`config.mk`:
```
export PLATFORM = sky130hd
export DESIGN_NAME = controlador_lsu
export DESIGN_NICKNAME = d
export VERILOG_FILES = /design/src/rtl/controlador_lsu.sv
export SDC_FILE = /design/constraint.sdc
export NUM_CORES = 1
export LEC_CHECK = 0
export CORE_AREA = 4 4 146 120
export CTS_CLUSTER_SIZE = 8
export DETAILED_ROUTE_END_ITERATION = 16
export DIE_AREA = 0 0 150 124
export GPL_TIMING_DRIVEN = 0
export PLACE_DENSITY_LB_ADDON = 0.2
export SLEW_MARGIN = 20
export SYNTH_ARGS = -nofsm -noshare
export SYNTH_HDL_FRONTEND = slang
export SYNTH_SLANG_ARGS = --single-unit
```
`constraint.sdc`:
```
create_clock -name clk -period 1.4 [get_ports clk]
set_input_delay 0.28 -clock clk [delete_from_list [all_inputs] [get_ports clk]]
set_output_delay 0.28 -clock clk [all_outputs]
set_load 0.01 [all_outputs]
```
`src/rtl/controlador_lsu.sv`:
```
// rtl/controlador_lsu.sv - load/store unit bridging processor byte accesses to a word-wide RAM
// Sub-word stores do a read-modify-write; misaligned or malformed requests are rejected without touching RAM.
module controlador_lsu (
  input  logic        clk,
  input  logic        rst_n,
  input  logic        req,
  input  logic        MemRead,
  input  logic        MemWrite,
  input  logic [1:0]  tam,
  input  logic        signo,
  input  logic [31:0] direccion,
  input  logic [31:0] dato_e,
  output logic [31:0] dato_s,
  output logic        ocupado,
  output logic        listo,
  output logic        error_alin,
  output logic        ram_we,
  output logic [31:0] ram_dir,
  output logic [31:0] ram_dato_e,
  input  logic [31:0] ram_dato_s
);

  typedef enum logic [1:0] {INACTIVO, LEER, ESCRIBIR, FIN} estado_t;

  estado_t     estado, siguiente;
  logic [31:0] dir_r, dato_r, palabra_r;
  logic [1:0]  tam_r;
  logic        signo_r, lee_r, err_r;
  logic        rechazo;
  logic [4:0]  desplaz;
  logic [31:0] carril, extendido, mascara, fusion;

  always_comb begin
    rechazo = (tam == 2'b11) || (MemRead == MemWrite) ||
              (tam == 2'b01 && direccion[0]) ||
              (tam == 2'b10 && direccion[1:0] != 2'b00);
  end

  always_ff @(posedge clk or negedge rst_n) begin
    if (!rst_n) estado <= INACTIVO;
    else        estado <= siguiente;
  end

  always_comb begin
    siguiente  = estado;
    ocupado    = (estado != INACTIVO);
    listo      = (estado == FIN);
    error_alin = (estado == FIN) && err_r;
    ram_we     = (estado == ESCRIBIR);
    case (estado)
      INACTIVO: begin
        if (req) begin
          if (rechazo)           siguiente = FIN;
          else if (MemRead)      siguiente = LEER;
          else if (tam == 2'b10) siguiente = ESCRIBIR;
          else                   siguiente = LEER;
        end
      end
      LEER:     siguiente = lee_r ? FIN : ESCRIBIR;
      ESCRIBIR: siguiente = FIN;
      FIN:      siguiente = INACTIVO;
      default:  siguiente = INACTIVO;
    endcase
  end

  // Lane position in the word: little-endian, offset selects bits [8*off +: width].
  always_comb begin
    desplaz = {dir_r[1:0], 3'b000};
    carril  = ram_dato_s >> desplaz;
    case (tam_r)
      2'b00:   extendido = signo_r ? {{24{carril[7]}}, carril[7:0]} : {24'b0, carril[7:0]};
      2'b01:   extendido = signo_r ? {{16{carril[15]}}, carril[15:0]} : {16'b0, carril[15:0]};
      default: extendido = ram_dato_s;
    endcase
    mascara    = ((tam_r == 2'b00) ? 32'h0000_00FF : 32'h0000_FFFF) << desplaz;
    fusion     = (palabra_r & ~mascara) | ((dato_r << desplaz) & mascara);
    ram_dato_e = (tam_r == 2'b10) ? dato_r : fusion;
    ram_dir    = {dir_r[31:2], 2'b00};
  end

  always_ff @(posedge clk or negedge rst_n) begin
    if (!rst_n) begin
      dir_r     <= '0;
      dato_r    <= '0;
      palabra_r <= '0;
      tam_r     <= '0;
      signo_r   <= 1'b0;
      lee_r     <= 1'b0;
      err_r     <= 1'b0;
      dato_s    <= '0;
    end else begin
      if (estado == INACTIVO && req) begin
        dir_r   <= direccion;
        dato_r  <= dato_e;
        tam_r   <= tam;
        signo_r <= signo;
        lee_r   <= MemRead;
        err_r   <= rechazo;
      end
      if (estado == LEER) begin
        palabra_r <= ram_dato_s;
        if (lee_r) dato_s <= extendido;
      end
    end
  end

endmodule

```
# After elaboration in Yosys (flattened, before gate mapping)
# Cells that the tools add are included.
totals:
  regBits: 135
  in_bits: 104
  output_inout_bits: 100
  word_cells: 49
op_classes:
  n_eq_ne: 10
  shift: 3
  n_mux: 11
  n_bitwise: 4
  n_reduce_logical: 12
ops:
  columns: ["op", "n"]
  rows:
  - ["2-to-1 mux 32 bit", 3]
  - ["AND 32 bit", 2]
  - ["one-hot mux 32 bit (2 select lines)", 1]
  - ["inverter 32 bit", 1]
  - ["bitwise OR 32 bit", 1]
  - ["<< shifter 16 x 5 -> 32 bit", 1]
  - ["<< shifter 32 x 5 -> 32 bit", 1]
  - [">> shifter 32 x 5 -> 16 bit", 1]
  - ["2-to-1 mux 16 bit", 1]
  - ["equality test 2 bit, second input constant", 5]
  - ["2-to-1 mux 2 bit", 4]
  - ["one-hot mux 2 bit (4 select lines)", 1]
  - ["equality test 2 x 1 -> 1 bit, second input constant", 3]
  - ["logical AND 1 bit", 4]
  - ["logical NOT 2 bit", 2]
  - ["nonzero test 2 bit", 2]
  - ["logical OR 1 bit", 3]
  - ["!= test 2 bit, second input constant", 1]
  - ["AND reduction 2 bit", 1]
  - ["equality test 1 bit", 1]
  - ["2-to-1 mux 1 bit", 1]

# Depth between registers and ports, before layout
depth:
  word_depth: 7
  ltp_mapped: 8
  ltp_nobuf: 6

# Worst setup path after synthesis
# No wires, ideal clock.
synth_path:
  path_kind: "reg2out"
  start: "register tam_r[0]"
  end: "output port ram_dato_e[27]"
  t_arrival_ns: 1.355
  required_time_ns: 1.120
  slack_ns: -0.235
  stages_incl_launch_ff: 7
  n_path_buf: 2
  cell_sequence: "dfrtp_1 > buf_4 > o31a_4 > buf_6 > nand2_1 > o21ai_0 > o21ai_1"
synth_between:
  elab_chain_cells: 7
  word_cells_on_any_way: 9
  cone_classes: "eq/ne: 1; shift: 1; mux: 2; bitwise: 4; reduce/logical: 1"
synth_lines:
  columns: ["item", "line", "rtl"]
  rows:
  - ["start, declared", "27", "logic [1:0] tam_r;"]
  - ["start signal, assigned", "95", "tam_r <= tam;"]
  - ["logical NOT 2 bit", "75", "mascara = ((tam_r == 2'b00) ? 32'h0000_00FF : 32'h0000_FFFF) << desplaz;"]
  - ["2-to-1 mux 16 bit", "75", null]
  - ["<< shifter 16 x 5 -> 32 bit", "75", null]
  - ["inverter 32 bit", "76", "fusion = (palabra_r & ~mascara) | ((dato_r << desplaz) & mascara);"]
  - ["AND 32 bit", "76", null]
  - ["bitwise OR 32 bit", "76", null]
  - ["2-to-1 mux 32 bit *", "77", "ram_dato_e = (tam_r == 2'b10) ? dato_r : fusion;"]
  - ["end, declared", "19", "output logic [31:0] ram_dato_e,"]
# Mark *: on every way between the ends. The rest lies on a longest branch, timed or not.

# Worst setup path after layout
layout_path:
  start: "register dir_r[0]"
  end: "output port ram_dato_e[30]"
layout_between:
  elab_chain_cells: 5
  word_cells_on_any_way: 7
  cone_classes: "shift: 2; mux: 1; bitwise: 4"
layout_lines:
  columns: ["item", "line", "rtl"]
  rows:
  - ["start, declared", "26", "logic [31:0] dir_r, dato_r, palabra_r;"]
  - ["start signal, assigned", "93", "dir_r <= direccion;"]
  - ["<< shifter 16 x 5 -> 32 bit", "75", null]
  - ["inverter 32 bit", "76", null]
  - ["AND 32 bit", "76", null]
  - ["bitwise OR 32 bit *", "76", null]
  - ["2-to-1 mux 32 bit *", "77", null]
# Marks and branches as above.

==> metrics <==
TritonCTS Buffers=17; clock buffer depth=2; area of the core=16200 um2; # setup viols final=171; Comb pwr share=0.619; die height=124 um; worst-path cell chain=buf_2 > o31a_4 > buf_4 > mux2i_1 > o21ai_1 > buf_2; WL/cell=21.9 um; critical path launch point type=register; area of placed instances=9280 um2; Max rail drop VDD=1.36 mV; antenna diode count=0; crit path kind=register to output port; most used cell, CP=buf_2; status=finished, violations left; crit path buf inv count=3; clock sink total=135; Initial Utilization=0.420; pin count of the biggest net entering global routing=98; Internal=19.8 mW; Worst Skew=7.02 ps; sequential share of power=0.238; 1st-iter DRT viols=475; grt ovf=0; Crit. End Element=output port; CTS tree=done; Hold Slack=334 ps; top cells by count, synth=dfrtp_1, mux2_2, nand2_1; power density cells=2760 nW/um2; crit path DAT=1970 ps; most frequent cell after synthesis=dfrtp_1; Data required, critical path=1120 ps; Post-synth top flop=dfrtp_1; Final WS setup=-846 ps; clock-pin slew on the worst setup and hold paths=60 ps; Clk network pwr share=0.143; Fin Setup TNS=-52850 ps; GRT Total Usage=0.242; sw frac=0.384; Rows=42; layout cells sized above 1=0.541; vias=6105; vias in the first global route=6301; Max H-tree Level=4; synth top area cells=dfrtp_1, mux2_2, buf_4; final net count=1000; Max-Cap Viols=0; Final min period=2250 ps; Worst-Margin Slew=705 ps; DR DRC count=0; slowest stage delay, CP=390 ps; post-layout util=0.720; Yosys warning count=0; Synth Instances=606; Final Max Tran Viols=0; Chip Width=150 um; first-pass GRT wire length=34.2 mm; Worst Hold Class=input port to async pin; Clock Root Buffer=clkbuf_16; Post-Syn Area=6800 um2; Avg Vias per Cell=5.43; GPL Wtd Cong=0.862; # port buffers=201; overall power=32.1 mW; Distinct cells, synth=48; met2 wire length=12.0 mm; Final Instance Area=11600 um2; Ports=204; Max FO, Critical Path=6; Met3 Wirelength=2.08 mm; DR top layer=met4; clk_lat worst skew=420 ps; post-synth top area share=0.497; Syn Area/Cell=11.2 um2; delay-heaviest family, CP=compound AO/OA/AOI/OAI gates; worst rel slew slack=0.528; M1 wire length=10.2 mm; initial antenna violation count=0; violated checks=setup timing; FMAX=445 MHz; Layout fillers=1153; Final Hold Violating Endpoints=0; post-synth top area cell=dfrtp_1; DRT Pass-1 Iters=5; Total Wirelength=24.7 mm; Sw Pwr=12.3 mW; Leak Pwr=5.13 nW; RSZ-0062 raised after global routing=yes; sequential share of the synthesized area=0.497; asr flop ratio synth=1.00; Area Growth Syn to Fin=71.4%; HPWL after DPL=16.0 mm; Post-DRT Antenna Nets=0; count of state elements after synthesis=135; Post-synth EDFFs=0; Crit-path slowest cell=dfrtp_1; Die Area=18600 um2; final period utilization=1.60
## layout by cell type (no fill, tap or decap), drive strengths merged, types with 4 or more instances in the layout
| cell | synthesis | routed |
|---|---|---|
| o31ai | 6 | 6 |
| dfrtp | 135 | 135 |
| nor2 | 34 | 34 |
| clkbuf | 7 | 39 |
| o2bb2ai | 7 | 7 |
| o221ai | 7 | 7 |
| clkdlybuf4s50 | 0 | 102 |
| nand3 | 21 | 21 |
| inv | 4 | 4 |
| buf | 65 | 186 |
| mux2i | 16 | 16 |
| ha | 5 | 5 |
| nand2b | 8 | 8 |
| a22oi | 8 | 8 |
| a21oi | 24 | 24 |
| clkdlybuf4s15 | 0 | 15 |
| mux2 | 117 | 117 |
| o21ai | 57 | 57 |
| nand2 | 53 | 55 |
| dlygate4sd2 | 0 | 16 |
| or2 | 6 | 6 |
## routing by layer
layer | track usage | up-vias
li1 | - | 2701
met1 | 0.311 | 3073
met2 | 0.390 | 288
met3 | 0.0786 | 43
met4 | 0.0789 | 0
met5 | 0 | -
## area by class of cell
cell class / count / area, um2 / share of cell area
clock buffers: 25 / 515 / 0.0443
plain buffers: 67 / 713 / 0.0612
inverters: 4 / 27.5 / 0.00236
multi-input cells: 399 / 3950 / 0.339
clock inverters: 7 / 90.1 / 0.00773
repair buffers: 267 / 2700 / 0.232
well taps: 220 / 275 / 0.0236
flip-flops and latches: 135 / 3380 / 0.290
## logic make-up (layout without fill, tap and decap cells)
group | after synthesis | in the layout | share of synthesized area
AO/OA/AOI/OAI | 122 | 123 | 0.112
XOR/XNOR | 1 | 1 | 0.00129
adder cells (fa/ha/maj) | 5 | 5 | 0.00920
buffers and inverters | 76 | 370 | 0.0722
flip-flops | 135 | 135 | 0.497
multiplexers | 133 | 133 | 0.218
other | 1 | 2 | 0.000552
AND/OR/NAND/NOR | 133 | 135 | 0.0898
## power groups by stage
stage	combinational [mW]	sequential (mW)	clock, mW
final	19.9	7.63	4.60
after global routing	20.9	7.85	4.80
after floorplan	8.43	7.08	0
after global placement	14.4	7.20	0
after detailed placement	14.7	7.31	0
after CTS	17.2	7.45	4.63
## worst paths after layout
kind,start,end,slack (ps),depth (start not counted)
max,dir_r[0],ram_dato_e[30],-850,6
min,rst_n,dato_s[17],330,2
max reg2reg,estado[0],palabra_r[11],-280,7
min reg2reg,dato_s[20],dato_s[20],500,2
max in group asynchronous,rst_n,tam_r[0],270,3
min in group clk,dato_e[29],dato_r[29],470,2
## stage by stage
step	worst slack [ps]	instances
final	-846	1124
after global routing	-897	1124
after CTS	-787	1102
after detailed placement	-951	1029
after global placement	-5240	1028
after floorplan	-179	607
## state kept, by name (all words and copies together), names as in the netlist
name and flops:
estado 2, dato_s 32, lee_r 1, err_r 1, tam_r 2, signo_r 1, dato_r 32, palabra_r 32
dir_r 32
## what timing repair did
item | in CTS | in global routing
hold endpoints to repair | 38 | 0
endpoints found under the setup margin | 230 | 184
buffers inserted | 36 | 15
resized for setup | 512 | 146
hold buffers | 1 | 0
pin swaps | 22 | 39
gates cloned | 8 | 13
Power figures use the tool's default switching activity.
